File: src/rtl/if_id_queue.sv
// Instruction buffer between fetch and decode: a DEPTH-entry circular queue of
// {pc, inst, pred} with independent valid/ready handshakes and a one-cycle flush.
module if_id_queue #(
    parameter int DEPTH  = 4,
    parameter int ADDR_W = 32,
    parameter int INST_W = 32,
    parameter int CNT_W  = $clog2(DEPTH + 1)
) (
    input  logic              clk,
    input  logic              rst_n,
    input  logic              rdy,
    input  logic              flush,
    input  logic              if_valid,
    input  logic [ADDR_W-1:0] if_pc,
    input  logic [INST_W-1:0] if_inst,
    input  logic              if_pred,
    output logic              if_ready,
    output logic              id_valid,
    output logic [ADDR_W-1:0] id_pc,
    output logic [INST_W-1:0] id_inst,
    output logic              id_pred,
    input  logic              id_ready,
    output logic [CNT_W-1:0]  count
);

    localparam int PTR_W = $clog2(DEPTH);
    localparam logic [CNT_W-1:0] FULL_CNT = CNT_W'(DEPTH);
    localparam logic [CNT_W-1:0] ZERO_CNT = {CNT_W{1'b0}};
    localparam logic [CNT_W-1:0] ONE_CNT  = CNT_W'(1);
    localparam logic [PTR_W-1:0] ZERO_PTR = {PTR_W{1'b0}};
    localparam logic [PTR_W-1:0] ONE_PTR  = PTR_W'(1);

    logic [PTR_W-1:0]  r_head;
    logic [PTR_W-1:0]  r_tail;
    logic [CNT_W-1:0]  r_count;
    logic [ADDR_W-1:0] r_pc_mem   [DEPTH];
    logic [INST_W-1:0] r_inst_mem [DEPTH];
    logic              r_pred_mem [DEPTH];

    logic w_full;
    logic w_empty;
    logic w_push;
    logic w_pop;

    // Ready/valid depend only on the registered count, never on the handshake inputs.
    assign w_full   = (r_count == FULL_CNT);
    assign w_empty  = (r_count == ZERO_CNT);
    assign if_ready = ~w_full;
    assign id_valid = ~w_empty;
    assign count    = r_count;

    assign w_push = rdy & if_valid & ~w_full & ~flush;
    assign w_pop  = rdy & ~w_empty & id_ready & ~flush;

    // Pointer and occupancy update; flush beats push/pop, rdy=0 freezes everything.
    always_ff @(posedge clk) begin
        if (!rst_n) begin
            r_head  <= ZERO_PTR;
            r_tail  <= ZERO_PTR;
            r_count <= ZERO_CNT;
        end else if (rdy && flush) begin
            r_head  <= ZERO_PTR;
            r_tail  <= ZERO_PTR;
            r_count <= ZERO_CNT;
        end else begin
            if (w_push) begin
                r_tail <= r_tail + ONE_PTR;
            end
            if (w_pop) begin
                r_head <= r_head + ONE_PTR;
            end
            case ({w_push, w_pop})
                2'b10:   r_count <= r_count + ONE_CNT;
                2'b01:   r_count <= r_count - ONE_CNT;
                default: r_count <= r_count;
            endcase
        end
    end

    // Entry storage; contents are don't-care until the count says otherwise.
    always_ff @(posedge clk) begin
        if (rst_n && w_push) begin
            r_pc_mem[r_tail]   <= if_pc;
            r_inst_mem[r_tail] <= if_inst;
            r_pred_mem[r_tail] <= if_pred;
        end
    end

    // Head slot drives decode, replaced by a zero bubble when nothing is queued.
    always_comb begin
        id_pc   = {ADDR_W{1'b0}};
        id_inst = {INST_W{1'b0}};
        id_pred = 1'b0;
        if (w_empty) begin
            id_pc   = {ADDR_W{1'b0}};
            id_inst = {INST_W{1'b0}};
            id_pred = 1'b0;
        end else begin
            id_pc   = r_pc_mem[r_head];
            id_inst = r_inst_mem[r_head];
            id_pred = r_pred_mem[r_head];
        end
    end

endmodule

File: config.mk
export PLATFORM = sky130hd
export DESIGN_NAME = if_id_queue
export DESIGN_NICKNAME = d
export VERILOG_FILES = /design/src/rtl/if_id_queue.sv
export SDC_FILE = /design/constraint.sdc
export NUM_CORES = 1
export LEC_CHECK = 0
export ABC_AREA = 1
export CAP_MARGIN = 20
export CORE_AREA = 2 2 143 158
export CTS_BUF_LIST = sky130_fd_sc_hd__clkbuf_4 sky130_fd_sc_hd__clkbuf_8 sky130_fd_sc_hd__clkbuf_16
export CTS_CLUSTER_DIAMETER = 30
export DETAILED_ROUTE_END_ITERATION = 8
export DIE_AREA = 0 0 145 160
export GPL_ROUTABILITY_DRIVEN = 0
export PLACE_DENSITY = 0.73
export SYNTH_ARGS = -nofsm -noshare
export SYNTH_HDL_FRONTEND = slang
export SYNTH_SLANG_ARGS = --single-unit
File: constraint.sdc
create_clock -name clk -period 6.1 [get_ports clk]
set_input_delay 1.525 -clock clk [delete_from_list [all_inputs] [get_ports clk]]
set_output_delay 1.525 -clock clk [all_outputs]
set_load 0.03 [all_outputs]
# After elaboration in Yosys (flattened, before gate mapping)
# Memory sizes are Yosys's and may differ from the RTL's. A register that Yosys moved wholly into a read port is not among the register bits.
# Cells that the tools add are included.
[classes] add_sub_neg=4 multipliers=0 div=0 order_cmp=0 n_eq_ne=3 shifts=0 n_mux=12 n_bitwise=10 reduce_logical=5
[op_table] operator="32-bit 2-to-1 mux" count=2
[op_table] operator="2-bit 2-to-1 mux" count=6
[op_table] operator="1-bit bitwise AND" count=6
[op_table] operator="3-bit one-hot mux with 2 select lines" count=1
[op_table] operator="2-bit by 1-bit adder with 2-bit output, second input constant" count=2
[op_table] operator="1-bit NOT" count=4
[op_table] operator="3-bit by 1-bit adder with 3-bit output, second input constant" count=1
[op_table] operator="3-bit equality test, second input constant" count=1
[op_table] operator="3-bit logical NOT" count=1
[op_table] operator="1-bit 2-to-1 mux" count=3
[op_table] operator="3-bit by 1-bit subtractor with 3-bit output, second input constant" count=1
[op_table] operator="2-bit by 1-bit equality test with 1-bit output, second input constant" count=1
[op_table] operator="2-bit equality test, second input constant" count=1
[op_table] operator="1-bit logical AND" count=2
[op_table] operator="2-bit nonzero test" count=1
[op_table] operator="2-bit OR reduction" count=1
[totals] reg_bits=7 latchBits=0 ram_bits=260 rom_bits=0 input_bits=71 out_inout_bits=70 wordCells=40 mem_count=3
[memory_table] name="r_inst_mem" depth=4 word_bits=32 read_ports=1 rd_ports_with_merged_regs=1 write_ports=1 line_no="37" rtl="logic [INST_W-1:0] r_inst_mem [DEPTH];"
[memory_table] name="r_pc_mem" depth=4 word_bits=32 read_ports=1 rd_ports_with_merged_regs=1 write_ports=1 line_no="36" rtl="logic [ADDR_W-1:0] r_pc_mem [DEPTH];"
[memory_table] name="r_pred_mem" depth=4 word_bits=1 read_ports=1 rd_ports_with_merged_regs=1 write_ports=1 line_no="38" rtl="logic r_pred_mem [DEPTH];"

# Longest topological paths before layout
[logic_depth] depth_word=7 depth_mapped=14 ltp_nobuf=14

# Worst setup path after synthesis
# OpenSTA, ideal clock, no wires.
[synth_path] path_type="input port to flip-flop" startpoint="in flush" endpoint="mem r_inst_mem[0][0] (enable)" arrival_time_ns=4.595 required_time_ns=5.611 setup_slack_ns=1.016 cell_stages=5 n_path_buf=0 cell_sequence="inv_1 nand2_1 nor2_1 nand3_1 nor2_1"
[synth_via] elab_chain_len=5
[synth_lines] item="from (decl)" line_no="12" rtl="input logic flush,"
[synth_lines] item="1-bit NOT" line_no="52" rtl="assign w_push = rdy & if_valid & ~w_full & ~flush;"
[synth_lines] item="1-bit bitwise AND" line_no="52"
[synth_lines] item="1-bit logical AND" line_no="82" rtl="if (rst_n && w_push) begin"
[synth_lines] item="1-bit 2-to-1 mux" line_no="82"
[synth_lines] item="1-bit 2-to-1 mux (not written as such)" line_no="84" rtl="r_inst_mem[r_tail] <= if_inst;"
[synth_lines] item="to (decl)" line_no="37"
# Every way passes these cells.

==> impl_metrics.xml <==
<?xml version="1.0" encoding="UTF-8"?>
<metrics>
  <group name="grt">
    <metric name="grt.overflow.total" unit="">0</metric>
    <metric name="largest_net_degree_at_the_start_of_global_routing" unit="">83</metric>
    <metric name="grt_pass1_vias" unit="">6953</metric>
    <metric name="track_usage" unit="">0.1927</metric>
    <metric name="number_of_antenna_violations_at_the_first_check_in_global_routing" unit="">1</metric>
    <metric name="global_route_wire_length_before_repair" unit="microns">35490</metric>
  </group>
  <group name="timing">
    <metric name="tcrit_tclk_final" unit="">0.8285</metric>
    <metric name="final.setup_skew" unit="ps">15.43</metric>
    <metric name="timing_max_transition_violations_final" unit="">0</metric>
    <metric name="final-setup-viol-count" unit="">0</metric>
    <metric name="setup_total_negative_slack" unit="ps">0</metric>
    <metric name="period_minus_slack" unit="ps">5054</metric>
    <metric name="max_clock_freq" unit="MHz">197.9</metric>
    <metric name="timing_worst_slew_pin_value" unit="ps">967.7</metric>
    <metric name="rsz0062_at_grt" unit="">false</metric>
    <metric name="slew_headroom" unit="">0.3539</metric>
    <metric name="number_of_hold_violations_in_the_final_report" unit="">0</metric>
  </group>
  <group name="clock_network">
    <metric name="cts_hold_buffers" unit="">0</metric>
    <metric name="clock_tree.buffer_depth" unit="">3</metric>
    <metric name="number_of_sinks_on_the_clock_net" unit="">269</metric>
    <metric name="worstSkewPairLatency" unit="ps">510</metric>
    <metric name="num_cts_buffers" unit="">43</metric>
    <metric name="path_clk_slew" unit="ps">50</metric>
    <metric name="post-cts-setup-buffer-count" unit="">0</metric>
    <metric name="tritoncts" unit="">yes</metric>
    <metric name="cts-root-buf" unit="">sky130_fd_sc_hd__clkbuf_16</metric>
    <metric name="cts-htree-levels" unit="">2</metric>
    <metric name="ctsResizeCount" unit="">0</metric>
  </group>
  <group name="placed_design">
    <metric name="detailedPlacementHpwl" unit="microns">11870</metric>
    <metric name="port-buffer-count" unit="">140</metric>
    <metric name="placed_area" unit="sq um">12220</metric>
  </group>
  <group name="yosys">
    <metric name="mappedNetlistNets" unit="">923</metric>
    <metric name="syn-instance-count" unit="">846</metric>
    <metric name="netlist_area" unit="sq um">10640</metric>
    <metric name="synth_edf_count" unit="">260</metric>
    <metric name="post-synth-top-area-cell" unit="">sky130_fd_sc_hd__edfxtp_1</metric>
    <metric name="synthTopCellsByArea" unit="">sky130_fd_sc_hd__edfxtp_1 73%, sky130_fd_sc_hd__nor2_1 9.8%, sky130_fd_sc_hd__o21ai_0 3.9%</metric>
    <metric name="synth-seq-cells" unit="">269</metric>
    <metric name="asr_flop_ratio_synth" unit="">0</metric>
    <metric name="most_frequently_used_flop_master_after_synthesis" unit="">sky130_fd_sc_hd__edfxtp_1</metric>
    <metric name="netlist_top_cells_count" unit="">277 x sky130_fd_sc_hd__nor2_1, 260 x sky130_fd_sc_hd__edfxtp_1, 82 x sky130_fd_sc_hd__o21ai_0</metric>
    <metric name="yosysMostFrequentCell" unit="">sky130_fd_sc_hd__nor2_1</metric>
    <metric name="ys_seq_area_frac" unit="">0.7511</metric>
    <metric name="synthesis.area_per_instance" unit="sq um">12.57</metric>
    <metric name="synth_largest_type_area_fraction" unit="">0.7341</metric>
    <metric name="synth-warning-count" unit="">0</metric>
    <metric name="synth.distinct_cells" unit="">21</metric>
  </group>
  <group name="floorplan">
    <metric name="placeableCoreArea" unit="sq um">21750</metric>
    <metric name="floorplan.die.width" unit="microns">145</metric>
    <metric name="std_cell_rows" unit="">57</metric>
    <metric name="die_area" unit="sq um">23200</metric>
    <metric name="io_pins" unit="">141</metric>
    <metric name="initial_core_utilization" unit="">0.4889</metric>
    <metric name="vert_die_dim" unit="microns">160</metric>
  </group>
  <group name="detailed_routing">
    <metric name="drc" unit="">0</metric>
    <metric name="routed_wl" unit="microns">22440</metric>
    <metric name="post_detailed_route_wirelength_per_cell" unit="microns">17.03</metric>
    <metric name="drt_iter0_drc" unit="">369</metric>
    <metric name="first_pass_iters" unit="">4</metric>
    <metric name="viasPerCell" unit="">5.123</metric>
    <metric name="postRouteAntennaNets" unit="">0</metric>
    <metric name="vias" unit="">6752</metric>
  </group>
  <group name="layout">
    <metric name="antenna_cells_inserted" unit="">0</metric>
    <metric name="design.final.nets" unit="">1068</metric>
    <metric name="syn2layout_area_growth" unit="%">27.99</metric>
    <metric name="postLayoutCellArea" unit="sq um">13610</metric>
    <metric name="final_core_util" unit="">0.6258</metric>
    <metric name="final_layout_size_suffix_gt1_frac" unit="">0.08798</metric>
  </group>
  <group name="job">
    <metric name="max_cap_violations" unit="">0</metric>
  </group>
  <group name="setup_path">
    <metric name="timing.critical_path.to_type" unit="">primary output</metric>
    <metric name="worstPathArrival" unit="ps">3530</metric>
    <metric name="critPathKind" unit="">flip-flop to primary output</metric>
    <metric name="setup.reg_to_reg.worst_slack" unit="ps">3700</metric>
    <metric name="worst_setup_path_start_kind" unit="">flip-flop</metric>
    <metric name="critical_path.max_fanout" unit="">60</metric>
    <metric name="required_time_of_the_worst_setup_path" unit="ps">4580</metric>
  </group>
  <group name="outcome">
    <metric name="status" unit="">finished, final reports clean</metric>
  </group>
  <group name="pwr">
    <metric name="power.leakage" unit="nW">4.661</metric>
    <metric name="powerDensity" unit="nW/um^2">330.0</metric>
    <metric name="post-layout-total-power" unit="W">0.004492</metric>
    <metric name="worst_ir_drop_vdd" unit="mV">0.2395</metric>
  </group>
  <group name="min_path">
    <metric name="hp-class" unit="">flip-flop to flip-flop</metric>
  </group>
</metrics>
worst paths after layout:
kind                              start                           to  cells past startpoint
hold / removal    count[0]$_SDFFE_PP0P_        count[0]$_SDFFE_PP0P_                      2
hold reg to reg   count[0]$_SDFFE_PP0P_        count[0]$_SDFFE_PP0P_                      2
setup / recovery              flip-flop                  id_inst[18]                      5
setup reg to reg  count[0]$_SDFFE_PP0P_  r_inst_mem[3][26]$_DFFE_PP_                      5
cell usage in the layout (no fill, tap or decap), types with 2 or more instances in the layout:
| master | Yosys | routed |
|---|---|---|
| sky130_fd_sc_hd__buf_12 | 0 | 4 |
| sky130_fd_sc_hd__o21ai_1 | 48 | 48 |
| sky130_fd_sc_hd__nand2_1 | 19 | 19 |
| sky130_fd_sc_hd__inv_6 | 0 | 6 |
| sky130_fd_sc_hd__clkbuf_16 | 0 | 45 |
| sky130_fd_sc_hd__clkdlybuf4s50_1 | 0 | 140 |
| sky130_fd_sc_hd__dfxtp_1 | 9 | 7 |
| sky130_fd_sc_hd__bufinv_16 | 0 | 2 |
| sky130_fd_sc_hd__inv_2 | 2 | 2 |
| sky130_fd_sc_hd__clkbuf_4 | 0 | 4 |
| sky130_fd_sc_hd__clkinvlp_4 | 0 | 5 |
| sky130_fd_sc_hd__clkinv_2 | 0 | 5 |
| sky130_fd_sc_hd__buf_4 | 6 | 6 |
| sky130_fd_sc_hd__clkinv_1 | 0 | 7 |
| sky130_fd_sc_hd__ha_1 | 5 | 5 |
| sky130_fd_sc_hd__inv_1 | 19 | 18 |
| sky130_fd_sc_hd__edfxtp_1 | 260 | 260 |
| sky130_fd_sc_hd__clkinv_4 | 0 | 4 |
| sky130_fd_sc_hd__a21oi_1 | 67 | 67 |
| sky130_fd_sc_hd__nor2_4 | 0 | 4 |
| sky130_fd_sc_hd__nor2_1 | 277 | 273 |
| sky130_fd_sc_hd__o21ai_0 | 82 | 82 |
| sky130_fd_sc_hd__nand3_1 | 4 | 4 |
flip-flops by register name, summed over array words and instances (netlist names), named ones only:
signal,cells
r_head,2
r_tail,2
count,3
r_pred_mem,4
r_pc_mem,128
r_inst_mem,128
cells by family (layout without fill, tap and decap cells):
group                      count (synthesis)  in the layout  synth area share
DFF                                      269            269            0.7511
and+or+nand+nor                          301            301            0.1073
adders and majority gates                  6              6          0.007765
AOI/OAI and AO/OA                        198            198           0.09341
buffers and inverters                     71            248           0.03965
xor gates and xnor gates                   1              1         0.0008237
power by group:
group	switching [W]	internal [W]	leakage [nW]	total (W)
logic	0.0000954	0.0000746	1.57	0.000170
registers	0.00000373	0.00204	2.42	0.00204
clock network	0.000825	0.00145	0.672	0.00228
total	0.000924	0.00357	4.66	0.00449
per-stage QoR:
step / instances / hold slack (ps) / setup slack [ps]
floorplan: 846 / 508.2 / 1016
global placement: 1241 / 474.6 / 1584
detailed placement: 1241 / 484.7 / 1518
CTS: 1318 / 491.2 / 977.2
global route: 1318 / 531.2 / 735.7
finish: 1318 / 482.5 / 1046
routing by layer:
| layer | up-vias | global-route usage | part of all wire |
|---|---|---|---|
| met1 | 3282 | 0.2223 | 0.41 |
| li1 | 3277 | - | - |
| met2 | 158 | 0.3565 | 0.52 |
| met4 | 2 | 0.05806 | 0.018 |
| met5 | - | 0 | 0.00058 |
| met3 | 33 | 0.04514 | 0.049 |
critical path: stages, from the launching register on:
cell and delay (ps):
sky130_fd_sc_hd__dfxtp_4 680, sky130_fd_sc_hd__clkinv_2 760, sky130_fd_sc_hd__buf_4 560, sky130_fd_sc_hd__o21ai_0 260
sky130_fd_sc_hd__a21oi_1 130, sky130_fd_sc_hd__clkdlybuf4s50_1 610
area by class of cell:
type / count / area (sq um)
Fill cell: 1613 / 8140
Sequential cell: 269 / 7993
Multi-Input combinational cell: 506 / 2256
Timing Repair Buffer: 150 / 1526
Clock buffer: 49 / 1156
Tap cell: 295 / 369.1
Clock inverter: 28 / 231.5
Inverter: 21 / 80.08
Note: power is estimated with default switching activity, not from simulation.
